### config.mk
export PLATFORM = sky130hd
export DESIGN_NAME = innerproduct_stream
export DESIGN_NICKNAME = d
export VERILOG_FILES = /design/src/rtl/innerproduct_stream.sv
export SDC_FILE = /design/constraint.sdc
export NUM_CORES = 2
export LEC_CHECK = 0
export ABC_AREA = 1
export CAP_MARGIN = 20
export CELL_PAD_IN_SITES_DETAIL_PLACEMENT = 1
export CELL_PAD_IN_SITES_GLOBAL_PLACEMENT = 1
export CORE_MARGIN = 1
export CORE_UTILIZATION = 30
export CTS_CLUSTER_DIAMETER = 100
export CTS_CLUSTER_SIZE = 28
export DETAILED_ROUTE_END_ITERATION = 8
export GPL_TIMING_DRIVEN = 1
export PLACE_DENSITY = 0.6
export RECOVER_POWER = 25
export SLEW_MARGIN = 30
export SYNTH_ARGS = -nofsm -noshare
export SYNTH_HDL_FRONTEND = slang
export SYNTH_SLANG_ARGS = --single-unit
### constraint.sdc
create_clock -name clk -period 10.67 [get_ports clk]
set_input_delay 2.134 -clock clk [delete_from_list [all_inputs] [get_ports clk]]
set_output_delay 2.134 -clock clk [all_outputs]
set_load 0.03 [all_outputs]
### src/rtl/innerproduct_stream.sv
// innerproduct_stream: streaming inner product hprime = sum(x[i]*theta[i]).
// The vector arrives LANES features per beat; coefficients are held in a
// register file that can be loaded at run time.
// Optional feature macro: INNERPRODUCT_SAT_EN
//   defined   -> every accumulator update clamps to the AW-bit signed range
//                and h_sat reports whether any clamp happened in the vector
//   undefined -> the accumulator wraps modulo 2^AW and h_sat stays 0
module innerproduct_stream #(
  parameter int XW    = 7,
  parameter int TW    = 16,
  parameter int N     = 81,
  parameter int LANES = 3,
  parameter int AW    = 32,
  localparam int TAW  = (N > 1) ? $clog2(N) : 1
) (
  input  logic               clk,
  input  logic               rst_n,
  input  logic               th_we,
  input  logic [TAW-1:0]     th_addr,
  input  logic [TW-1:0]      th_data,
  input  logic               x_valid,
  output logic               x_ready,
  input  logic [LANES*XW-1:0] x_data,
  output logic               h_valid,
  input  logic               h_ready,
  output logic [AW-1:0]      h_data,
  output logic               h_sat
);

  localparam int          NB = (N + LANES - 1) / LANES;
  localparam int          BW = (NB > 1) ? $clog2(NB) : 1;
  localparam int          PW = XW + 1 + TW;
  localparam int          SW = PW + $clog2(LANES) + 1;
  localparam int unsigned NU = N;

  typedef enum logic {S_ACC, S_HOLD} state_t;

  state_t                 state;
  logic signed [TW-1:0]   theta [N];
  logic [BW-1:0]          beat;
  logic signed [AW-1:0]   acc;
  logic signed [AW-1:0]   acc_next;
  logic signed [SW-1:0]   beat_sum;
  logic                   sat_run;
  logic                   sat_next;
  logic                   clamp;
  logic                   h_sat_q;
  logic                   accept;
  logic                   last;

`ifdef INNERPRODUCT_SAT_EN
  localparam int EW = ((AW > SW) ? AW : SW) + 1;
  localparam logic signed [EW-1:0] SMAX = {{(EW-AW+1){1'b0}}, {(AW-1){1'b1}}};
  localparam logic signed [EW-1:0] SMIN = {{(EW-AW+1){1'b1}}, {(AW-1){1'b0}}};
  logic signed [EW-1:0]   sum_ext;
`endif

  assign h_valid = (state == S_HOLD);
  assign x_ready = (state == S_ACC) || h_ready;
  assign accept  = x_valid && x_ready;
  assign last    = (beat == BW'(NB - 1));
  assign h_sat   = h_sat_q;

  // Coefficient register file; out-of-range addresses are ignored.
  always_ff @(posedge clk or negedge rst_n) begin
    if (!rst_n) begin
      for (int unsigned i = 0; i < NU; i++) theta[i] <= '0;
    end else if (th_we && (32'(th_addr) < NU)) begin
      theta[th_addr] <= th_data;
    end
  end

  // Sum of the lane products for the current beat; padding lanes add nothing.
  always_comb begin
    int unsigned          idx;
    logic signed [PW-1:0] xe;
    logic signed [PW-1:0] te;
    logic signed [PW-1:0] prod;
    beat_sum = '0;
    for (int unsigned k = 0; k < LANES; k++) begin
      idx  = 32'(beat) * LANES + k;
      xe   = {{(TW+1){1'b0}}, x_data[k*XW +: XW]};
      te   = '0;
      if (idx < NU) te = {{(XW+1){theta[TAW'(idx)][TW-1]}}, theta[TAW'(idx)]};
      prod = xe * te;
      beat_sum = beat_sum + {{(SW-PW){prod[PW-1]}}, prod};
    end
  end

  // Next accumulator value: clamped or wrapping depending on build option.
  always_comb begin
`ifdef INNERPRODUCT_SAT_EN
    sum_ext  = EW'(acc) + EW'(beat_sum);
    clamp    = 1'b0;
    acc_next = sum_ext[AW-1:0];
    if (sum_ext > SMAX) begin
      acc_next = SMAX[AW-1:0];
      clamp    = 1'b1;
    end else if (sum_ext < SMIN) begin
      acc_next = SMIN[AW-1:0];
      clamp    = 1'b1;
    end
`else
    acc_next = acc + AW'(beat_sum);
    clamp    = 1'b0;
`endif
    sat_next = sat_run | clamp;
  end

  // Beat counter, accumulator and ACC/HOLD control with registered result.
  // The accumulator is cleared on the final beat so the result lives only in
  // h_data, letting the next vector start while the result is still held.
  always_ff @(posedge clk or negedge rst_n) begin
    if (!rst_n) begin
      state   <= S_ACC;
      beat    <= '0;
      acc     <= '0;
      sat_run <= 1'b0;
      h_data  <= '0;
      h_sat_q <= 1'b0;
    end else begin
      if (h_valid && h_ready) state <= S_ACC;
      if (accept) begin
        if (last) begin
          beat    <= '0;
          acc     <= '0;
          sat_run <= 1'b0;
          h_data  <= acc_next;
          h_sat_q <= sat_next;
          state   <= S_HOLD;
        end else begin
          beat    <= beat + BW'(1);
          acc     <= acc_next;
          sat_run <= sat_next;
        end
      end
    end
  end

endmodule

==> impl_metrics.csv <==
group,metric,value,unit
worst_hold_path,hold_path.class,"flip-flop to flip-flop",
worst_setup_path,r2r-end,"acc[24]$_DFFE_PN0P_",
layout,drive_above_1_share,0.117,
worst_setup_path,cp.arrival,11090,ps
synth,synth_fa_ha_area_frac,0.0935,
die,die_area,316000,um^2
die,die_w,562,um
synth,syn-num-nets,13400,
timing,fin_crit_sh,0.972,
synth,synth_edf_count,0,
global_routing,grt_first_pass_wirelength,710000,um
clock_network,clkSlewWorstSetupHoldPaths,90,ps
placed_design,globalplace.congestion,0.962,
global_routing,antenna_found_initial,24,
die,io-pin-count,84,
worst_setup_path,path_class,"flip-flop to flip-flop",
synth,yosysWarningCount,0,
die,start_util,0.302,
clock_network,numCtsBuffers,98,
synth,synthMuxAreaShare,0.0153,
placed_design,io_buffers,82,
global_routing,grt_overflow,0,
global_routing,grt_pass1_vias,99500,
timing,worst_slew_pin_slew,6380,ps
synth,synth_compound_area_frac,0.219,
worst_setup_path,crit_fanout,11,
global_routing,track_usage,0.303,
route,vias,98200,
worst_hold_path,worstHoldPathCells,2,
worst_setup_path,r2r_start,"beat[0]$_DFFE_PN0P_",
worst_setup_path,crit_top_cell,"fa_1",
synth,synth_seq_cells,1366,
clock_network,cts_tree,"done",
synth,synth_area_per_cell,7.33,um^2
route,first_pass_iters,6,
route,drtAntennaViolNets,0,
layout,area_delta_synth_final,17.4,%
die,coreArea,312000,um^2
run,maxCapViolations,5,
synth,async_flop_share,1.00,
synth,synth_top_family_by_area,"simple AND/OR/NAND/NOR gates",
clock_network,cts_buffer_depth,4,
worst_setup_path,cp_slowest_stage_delay,910,ps
timing,slew_headroom,-3.25,
synth,synth_cells,12800,
outcome,status,"finished, violations left",
die,rows,205,
synth,syn-cell-area,94200,um^2
route,drt_first_iter_violations,10300,
worst_hold_path,hp-start,"h_data[3]$_DFFE_PN0P_",
clock_network,cts.hold.buffers_added,0,
synth,synth_cell_type_count,60,
timing,finalHoldViolations,0,
timing,final-setup-viol-count,0,
clock_network,cts_sinks,1366,
worst_setup_path,cp-start-kind,"flip-flop",
layout,post-route-util,0.354,
die,die_y,562,um
timing,slew_viol_final,401,
synth,post_synth_and_or_nand_nor_area_fraction,0.220,
synth,ys.flop_type,"dfrtp_1",
synth,synth_xor_area_frac,0.00849,
synth,yosysSeqAreaShare,0.363,
synth,ys_top_cells_by_area,"dfrtp_1, nand2_1, o21ai_0",
route,wl_per_cell,28.5,um
route,vias_per_cell,5.69,
clock_network,cts-root-buf,"clkbuf_16",
worst_setup_path,crit_path_end_kind,"flip-flop",
placed_design,dp_hpwl,342000,um
route,wl,491000,um
worst_setup_path,reg2reg_slack,300,ps
worst_setup_path,r2r_cells,45,
worst_setup_path,cp.required,11390,ps
route,drcViolationCount,0,
timing,clock.fmax,0.0964,GHz
worst_setup_path,slowest_stage,"fa_4",
timing,setup_tns,0,ps
clock_network,ctsHtreeMaxLevel,3,
synth,synth_top_cell_area_share,0.363,
layout,nets,13600,
timing,fin_skew,98.6,ps
outcome,violations,"capacitance limit, slew limit",
clock_network,clk_latency,940,ps
worst_hold_path,holdPathEnd,"h_data[3]$_DFFE_PN0P_",
timing,min_period,10370,ps
global_routing,grt_max_degree,166,
synth,synth_top_cell_by_area,"dfrtp_1",
[metrics by stage]
| step | area, um^2 | worst slack [ps] | cells | hold slack [ps] |
|---|---|---|---|---|
| detailed placement | 105000 | -470 | 17000 | 474 |
| finish | 111000 | 298 | 17300 | 489 |
| floorplan | 94200 | 385 | 12800 | 449 |
| global route | 110000 | -82.2 | 17200 | 506 |
| global placement | 105000 | -594 | 17000 | 466 |
| CTS | 109000 | 9.66 | 17200 | 494 |
[synth_stat cells (26+ instances only)]
cell	n
dfrtp_1	1366
fa_1	321
buf_1	78
or2_2	34
o21ai_0	2152
a21oi_1	434
nand4_1	95
nor2_1	557
o221ai_1	163
a31oi_1	54
nand2_1	3684
inv_1	888
mux2i_1	144
nand3_1	715
o211ai_1	201
o22ai_1	347
a22oi_1	81
clkbuf_1	792
ha_1	190
xor2_1	44
o2111ai_1	55
xnor2_1	38
a211oi_1	26
buf_2	170
nor3_1	36
[worst max-delay path: cells and delay by family, from the launching register on]
family | cells | cell delay (ps)
adders and majority gates | 10 | 4290
and+or+nand+nor | 13 | 2100
AOI/OAI and AO/OA | 12 | 2000
buffers and inverters | 9 | 1110
DFF | 1 | 500
xor gates and xnor gates | 1 | 180
[sequential cells by signal, summed over array words and instances (netlist names)]
| name | flops |
|---|---|
| acc | 32 |
| beat | 5 |
| h_data | 32 |
| h_valid | 1 |
| theta | 1296 |
[worst max-delay path by stage]
stage                             start             endpoint  slack, ps  cells past startpoint
finish              beat[0]$_DFFE_PN0P_  acc[24]$_DFFE_PN0P_        300                     45
global route        beat[0]$_DFFE_PN0P_  acc[31]$_DFFE_PN0P_        -80                     47
global placement    beat[0]$_DFFE_PN0P_  acc[27]$_DFFE_PN0P_       -590                     46
detailed placement  beat[0]$_DFFE_PN0P_  acc[30]$_DFFE_PN0P_       -470                     42
CTS                 beat[0]$_DFFE_PN0P_  acc[24]$_DFFE_PN0P_         10                     44
floorplan           beat[0]$_DFFE_PN0P_  acc[20]$_DFFE_PN0P_        380                     52
[logic make-up (layout without fill, tap and decap cells)]
group	after synthesis	count (layout)
buffers and inverters	1952	2214
flip-flops	1366	1366
adder cells (fa/ha/maj)	511	511
multiplexers	144	144
other	1	18
AND/OR/NAND/NOR	5147	5147
XOR/XNOR	87	87
AO/OA/AOI/OAI	3633	3633
[timing repair]
item / in CTS / in global routing
pin swaps: 8 / 54
resized for setup: 40 / 234
setup buffers: 1 / 33
endpoints found under the setup margin: 36 / 36
hold endpoints to repair: 0 / 0
cloned: 1 / 7
[routing by layer]
layer  global-route usage  wire length, um
met5                    0               55
met4                0.135            24100
met3               0.0483            36100
met2                0.470           216000
met1                0.416           216000
[placed cells by master, fill, tap and decap left out, drive strengths merged, types with 321 or more instances in the layout]
master and count:
buf 1038, nor2 570, inv 910, o22ai 347
fa 321, dfrtp 1366, nand2 3686, a21oi 441
nand3 716, o21ai 2164
[area by class of cell]
type | instances | area [um^2]
timing repair inverter | 1 | 8.76
clock inverter | 68 | 968
fill | 37700 | 202000
multi-input combinational | 9523 | 53600
tap | 4140 | 5180
antenna | 17 | 42.5
inverter | 903 | 3480
sequential | 1366 | 34200
timing repair buffer | 1131 | 10500
clock buffer | 111 | 2620
Power is left out: the tool's default activity adds up to more than one toggle a clock period on the data nets, which glitch-free logic cannot reach.
